--- config.mk ---
export PLATFORM = sky130hd
export DESIGN_NAME = ex_mem_flat
export DESIGN_NICKNAME = d
export VERILOG_FILES = /design/src/rtl/ex_mem_if.sv /design/src/rtl/ex_mem.sv /design/src/flat_wrapper.sv
export SDC_FILE = /design/constraint.sdc
export NUM_CORES = 1
export LEC_CHECK = 0
export BUFFER_PORTS_ARGS = -buffer_cell sky130_fd_sc_hd__buf_4
export CORE_AREA = 5 5 130 132
export CTS_CLUSTER_DIAMETER = 60
export DETAILED_ROUTE_END_ITERATION = 6
export DIE_AREA = 0 0 135 137
export PLACE_DENSITY_LB_ADDON = 0.25
export REMOVE_ABC_BUFFERS = 1
export SLEW_MARGIN = 20
export SYNTH_ARGS = -nofsm -noshare
export SYNTH_HDL_FRONTEND = slang
export SYNTH_SLANG_ARGS = --single-unit
--- constraint.sdc ---
create_clock -name clk -period 1.65 [get_ports clk]
set_input_delay 0.165 -clock clk [delete_from_list [all_inputs] [get_ports clk]]
set_output_delay 0.165 -clock clk [all_outputs]
set_load 0.02 [all_outputs]
--- src/rtl/ex_mem_if.sv ---
// ex_mem_if: EX-to-MEM pipeline bus carrying stall control, EX results and the MAC loop-back
//   stall                 6   stall vector (bit 3 = EX stalled, bit 4 = MEM stalled)
//   ex_wd/ex_wreg/ex_wdata  EX destination, write enable, result
//   ex_whilo/ex_hi/ex_lo    EX HI/LO write enable and values
//   hilo_i/cnt_i            MAC partial product and cycle count from EX
//   mem_*                   registered copies toward MEM
//   hilo_o/cnt_o            MAC partial product and cycle count returned to EX
//   modports: master = EX side (drives ex_*), slave = ex_mem register
interface ex_mem_if;
   logic [5:0]  stall;
   logic [4:0]  ex_wd;
   logic        ex_wreg;
   logic [31:0] ex_wdata;
   logic        ex_whilo;
   logic [31:0] ex_hi;
   logic [31:0] ex_lo;
   logic [63:0] hilo_i;
   logic [1:0]  cnt_i;
   logic [4:0]  mem_wd;
   logic        mem_wreg;
   logic [31:0] mem_wdata;
   logic        mem_whilo;
   logic [31:0] mem_hi;
   logic [31:0] mem_lo;
   logic [63:0] hilo_o;
   logic [1:0]  cnt_o;
   modport master (
      output stall, ex_wd, ex_wreg, ex_wdata, ex_whilo, ex_hi, ex_lo, hilo_i, cnt_i,
      input  mem_wd, mem_wreg, mem_wdata, mem_whilo, mem_hi, mem_lo, hilo_o, cnt_o
   );
   modport slave (
      input  stall, ex_wd, ex_wreg, ex_wdata, ex_whilo, ex_hi, ex_lo, hilo_i, cnt_i,
      output mem_wd, mem_wreg, mem_wdata, mem_whilo, mem_hi, mem_lo, hilo_o, cnt_o
   );
endinterface

--- src/rtl/ex_mem.sv ---
// ex_mem: EX/MEM pipeline register with pass/bubble/hold selection and MAC partial-product loop-back
//   clk  in  rising-edge clock
//   rst  in  synchronous active-low reset
//   bus  ex_mem_if.slave  stall, ex_* inputs, mem_* outputs, hilo/cnt loop-back
//   EX_MEM_MACC_EN: when defined, hilo_o/cnt_o carry hilo_i/cnt_i across EX stalls;
//   when undefined they are tied to 0 and no loop-back storage exists.
module ex_mem (
   input  logic    clk,
   input  logic    rst,
   ex_mem_if.slave bus
);
   typedef enum logic [1:0] {PASS, BUBBLE, HOLD} sel_e;
   localparam int W = 103;
   sel_e         sel;
   logic [W-1:0] mem_q, mem_d;
   // The illegal stall[3]=0/stall[4]=1 encoding falls into PASS.
   always_comb begin
      sel   = !bus.stall[3] ? PASS : (bus.stall[4] ? HOLD : BUBBLE);
      mem_d = sel == PASS ? {bus.ex_wd, bus.ex_wreg, bus.ex_wdata, bus.ex_whilo, bus.ex_hi, bus.ex_lo}
            : sel == BUBBLE ? '0 : mem_q;
   end
   always_ff @(posedge clk)
      if (!rst) mem_q <= '0;
      else      mem_q <= mem_d;
   assign {bus.mem_wd, bus.mem_wreg, bus.mem_wdata, bus.mem_whilo, bus.mem_hi, bus.mem_lo} = mem_q;
`ifdef EX_MEM_MACC_EN
   logic [65:0] acc_q, acc_d;
   // Any EX stall (bubble or hold) keeps the accumulate in flight.
   always_comb acc_d = sel == PASS ? '0 : {bus.hilo_i, bus.cnt_i};
   always_ff @(posedge clk)
      if (!rst) acc_q <= '0;
      else      acc_q <= acc_d;
   assign {bus.hilo_o, bus.cnt_o} = acc_q;
`else
   assign bus.hilo_o = '0;
   assign bus.cnt_o  = '0;
`endif
endmodule

--- src/flat_wrapper.sv ---
// flat-port wrapper written by rule: the top's interface ports become plain ports
module ex_mem_flat 
  (clk, rst, bus_stall, bus_ex_wd, bus_ex_wreg, bus_ex_wdata, bus_ex_whilo, bus_ex_hi, bus_ex_lo, bus_hilo_i, bus_cnt_i, bus_mem_wd, bus_mem_wreg, bus_mem_wdata, bus_mem_whilo, bus_mem_hi, bus_mem_lo, bus_hilo_o, bus_cnt_o);
  ex_mem_if bus_i ();
  input  logic clk;
  input  logic rst;
  input wire logic [$bits(bus_i.stall)-1:0] bus_stall;
  input wire logic [$bits(bus_i.ex_wd)-1:0] bus_ex_wd;
  input wire logic [$bits(bus_i.ex_wreg)-1:0] bus_ex_wreg;
  input wire logic [$bits(bus_i.ex_wdata)-1:0] bus_ex_wdata;
  input wire logic [$bits(bus_i.ex_whilo)-1:0] bus_ex_whilo;
  input wire logic [$bits(bus_i.ex_hi)-1:0] bus_ex_hi;
  input wire logic [$bits(bus_i.ex_lo)-1:0] bus_ex_lo;
  input wire logic [$bits(bus_i.hilo_i)-1:0] bus_hilo_i;
  input wire logic [$bits(bus_i.cnt_i)-1:0] bus_cnt_i;
  output wire logic [$bits(bus_i.mem_wd)-1:0] bus_mem_wd;
  output wire logic [$bits(bus_i.mem_wreg)-1:0] bus_mem_wreg;
  output wire logic [$bits(bus_i.mem_wdata)-1:0] bus_mem_wdata;
  output wire logic [$bits(bus_i.mem_whilo)-1:0] bus_mem_whilo;
  output wire logic [$bits(bus_i.mem_hi)-1:0] bus_mem_hi;
  output wire logic [$bits(bus_i.mem_lo)-1:0] bus_mem_lo;
  output wire logic [$bits(bus_i.hilo_o)-1:0] bus_hilo_o;
  output wire logic [$bits(bus_i.cnt_o)-1:0] bus_cnt_o;
  assign bus_i.stall = bus_stall;
  assign bus_i.ex_wd = bus_ex_wd;
  assign bus_i.ex_wreg = bus_ex_wreg;
  assign bus_i.ex_wdata = bus_ex_wdata;
  assign bus_i.ex_whilo = bus_ex_whilo;
  assign bus_i.ex_hi = bus_ex_hi;
  assign bus_i.ex_lo = bus_ex_lo;
  assign bus_i.hilo_i = bus_hilo_i;
  assign bus_i.cnt_i = bus_cnt_i;
  assign bus_mem_wd = bus_i.mem_wd;
  assign bus_mem_wreg = bus_i.mem_wreg;
  assign bus_mem_wdata = bus_i.mem_wdata;
  assign bus_mem_whilo = bus_i.mem_whilo;
  assign bus_mem_hi = bus_i.mem_hi;
  assign bus_mem_lo = bus_i.mem_lo;
  assign bus_hilo_o = bus_i.hilo_o;
  assign bus_cnt_o = bus_i.cnt_o;
  ex_mem u_core (.clk(clk), .rst(rst), .bus(bus_i));
endmodule
==> flow_summary.ini <==
[detailed_routing]
drtPass1Iterations = 4
first_iter_violations = 139
viasPerCell = 4.572
routed_wl_mm = 12.41
wire_per_inst_um = 15.09
ant_nets = 0
drc = 0
vias = 3758

[clocking]
htreeDepth = 3
clock_sinks = 103
clkTransAtPathRegs_ns = 0.07
numCtsBuffers = 9
clk_path_buf_depth = 2
cts_hold_buf = 0
cts-root-buf = clkbuf_16
cts_resized = 0
clock_latency_ns = 0.33
cts_tree = yes
post_cts_buffers = 0

[sta]
finalCritPeriodShare_pct = 62.88
finalSetupViolCount = 0
setup_tns_ns = 0
layout_min_cycle_time_ns = 1.038
relSlewSlack_pct = 63.57
fmax_ghz = 0.9638
rsz0062_at_grt = no
final-max-slew-violation-count = 0
finalClockSkew_ns = 0
hold_viol_final = 0
worst_pin_slew_ns = 0.5464

[die]
die_h_um = 137
rows = 46
core_um2 = 15600
ios = 346
die_area_um2 = 18500
die_w_um = 135
start_util_pct = 29.27

[layout]
antennaDiodeCount = 0
stdcell_area_um2 = 6354
area_growth_pct = 39.16
largestRegisters = u_core.mem_q: 103 flops
drive_above_1_share_pct = 38.12
layout_common_cells = buf_4 (209), a32o_1 (103), dfxtp_1 (103)
regMostFlops = u_core.mem_q
final_nets = 779
largest_reg_flops = 103
layout_commonest_cell = buf_4

[synthesis]
yosys_warnings = 0
syn_avg_cell_area_um2 = 10.84
yosysUniqueCellTypes = 10
syn_inst = 421
yosysTopAreaCell = dfxtp_1
synth.top_cell.area_share_pct = 45.16
ys_seq_elements = 103
ys_seq_area_share_pct = 45.16
syn_area_um2 = 4566
synth.area.top_cells = dfxtp_1 (45%), a32o_1 (23%), buf_4 (12%)

[placed_design]
portBuffers = 209
dp_hpwl_mm = 8.485
gp_congestion = 0.6719
place_area_um2 = 5979

[worst_setup_path]
cp_slowest_cell = and2_4
rrSetupSlack_ns = 1.00
r2r_end = u_core.mem_q[94]
crit_arrival_ns = 1.32
cp-start-kind = primary input
crit_start = rst
reg2reg_depth = 1
cp_max_fo = 64
rr_startpoint = u_core.mem_q[94]
slowest_delay_ns = 0.47
crit_required_ns = 1.93
endpoint_kind = flip-flop
path_class = primary input to flip-flop
path_cells = buf_4 > and2_4 > buf_16 > a32o_1

[pwr]
combinationalPowerShare_pct = 17.4
p_int_mw = 4.664
peakVddDrop_mv = 0.5146
switchingPower_mw = 1.563
power.leakage_nw = 2.898
p_per_area_nw_per_um2 = 980.1
p_clk_share_pct = 39.6
seqPwrFrac_pct = 43.0
p_sw_share_pct = 25.10

[global_routing]
antenna_found_initial = 1
grt-ovfl-total = 0
grt_pass1_vias = 3521
grt_max_degree = 104
grt-busiest-layer = met2
grt_first_pass_wirelength_mm = 18.33
use_met3_pct = 4.632
met1_usage_pct = 13.98
grt_use_met2_pct = 20.59
grt_usage_pct = 12.22

[worst_hold_path]
min_to = u_core.mem_q[100]
min_path_cells = 2
worstHoldStart = bus_ex_wd[2]
min_path_type = primary input to flip-flop

[status]
status = finished clean

[run]
max_cap_viol_count = 0
==> critical path, delay by kind of cell <==
kind            cells  cell delay [ns]
buf+inv             2             0.45
simple gates        1             0.47
compound gates      1             0.21
==> metrics by stage <==
| stage | std cells | util, % | setup WS (ns) | hold WS, ns | power (mW) |
|---|---|---|---|---|---|
| floorplan | 375 | - | 0.5666 | 0.2908 | 3.238 |
| global placement | 806 | 38.34 | 0.06516 | 0.3811 | 3.795 |
| detailed placement | 806 | 38.34 | 0.02008 | 0.3827 | 3.816 |
| CTS | 821 | 40.56 | 0.3931 | 0.01009 | 6.335 |
| global route | 822 | 40.73 | 0.5494 | 0.01927 | 6.497 |
| finish | 822 | 40.73 | 0.6125 | 0.03297 | 6.227 |
==> Yosys cell counts <==
| cell type | instances |
|---|---|
| a32o_1 | 103 |
| dfxtp_1 | 103 |
| buf_4 | 71 |
| nor2b_1 | 69 |
| and2b_1 | 33 |
| buf_2 | 18 |
| clkbuf_1 | 12 |
| buf_6 | 10 |
| and2_4 | 1 |
| conb_1 | 1 |
==> power groups by stage <==
stage / Sequential (mW) / Clock, mW / Combinational [mW]
2_1_floorplan: 2.88 / 0 / 0.357
6_report: 2.68 / 2.46 / 1.09
3_3_place_gp: 2.73 / 0 / 1.07
4_1_cts: 2.68 / 2.57 / 1.08
5_1_grt: 2.69 / 2.64 / 1.16
3_5_place_dp: 2.73 / 0 / 1.08
==> layout make-up <==
cell class | instances | area (um^2)
fill | 1519 | 9244
sequential | 103 | 2062
multi-input combinational | 272 | 1967
timing repair buffer | 216 | 1708
tap | 216 | 270.3
clock buffer | 12 | 256.5
clock inverter | 3 | 90.09
==> kinds of logic (layout without fill, tap and decap cells) <==
group / count (synthesis) / count (layout) / share of synthesized area (%)
other: 1 / 66 / 0.08214
buffers and inverters: 111 / 231 / 17.10
AOI/OAI and AO/OA: 103 / 103 / 22.58
and+or+nand+nor: 103 / 103 / 15.07
DFF: 103 / 103 / 45.16
==> how the worst max path moves through the flow <==
stage,end,slack (ns),cells after the start
after floorplan,u_core.mem_q[0],0.57,2
after global placement,u_core.mem_q[77],0.07,3
after detailed placement,u_core.mem_q[1],0.02,3
after CTS,u_core.mem_q[94],0.39,3
after global routing,u_core.mem_q[66],0.55,4
final,u_core.mem_q[73],0.61,4
==> metal layers <==
metal	up-vias	routed length, um
met4	2	231
li1	1772	-
met5	-	20
met2	170	6078
met1	1798	4797
met3	16	1278
Note: power is estimated with default switching activity, not from simulation.
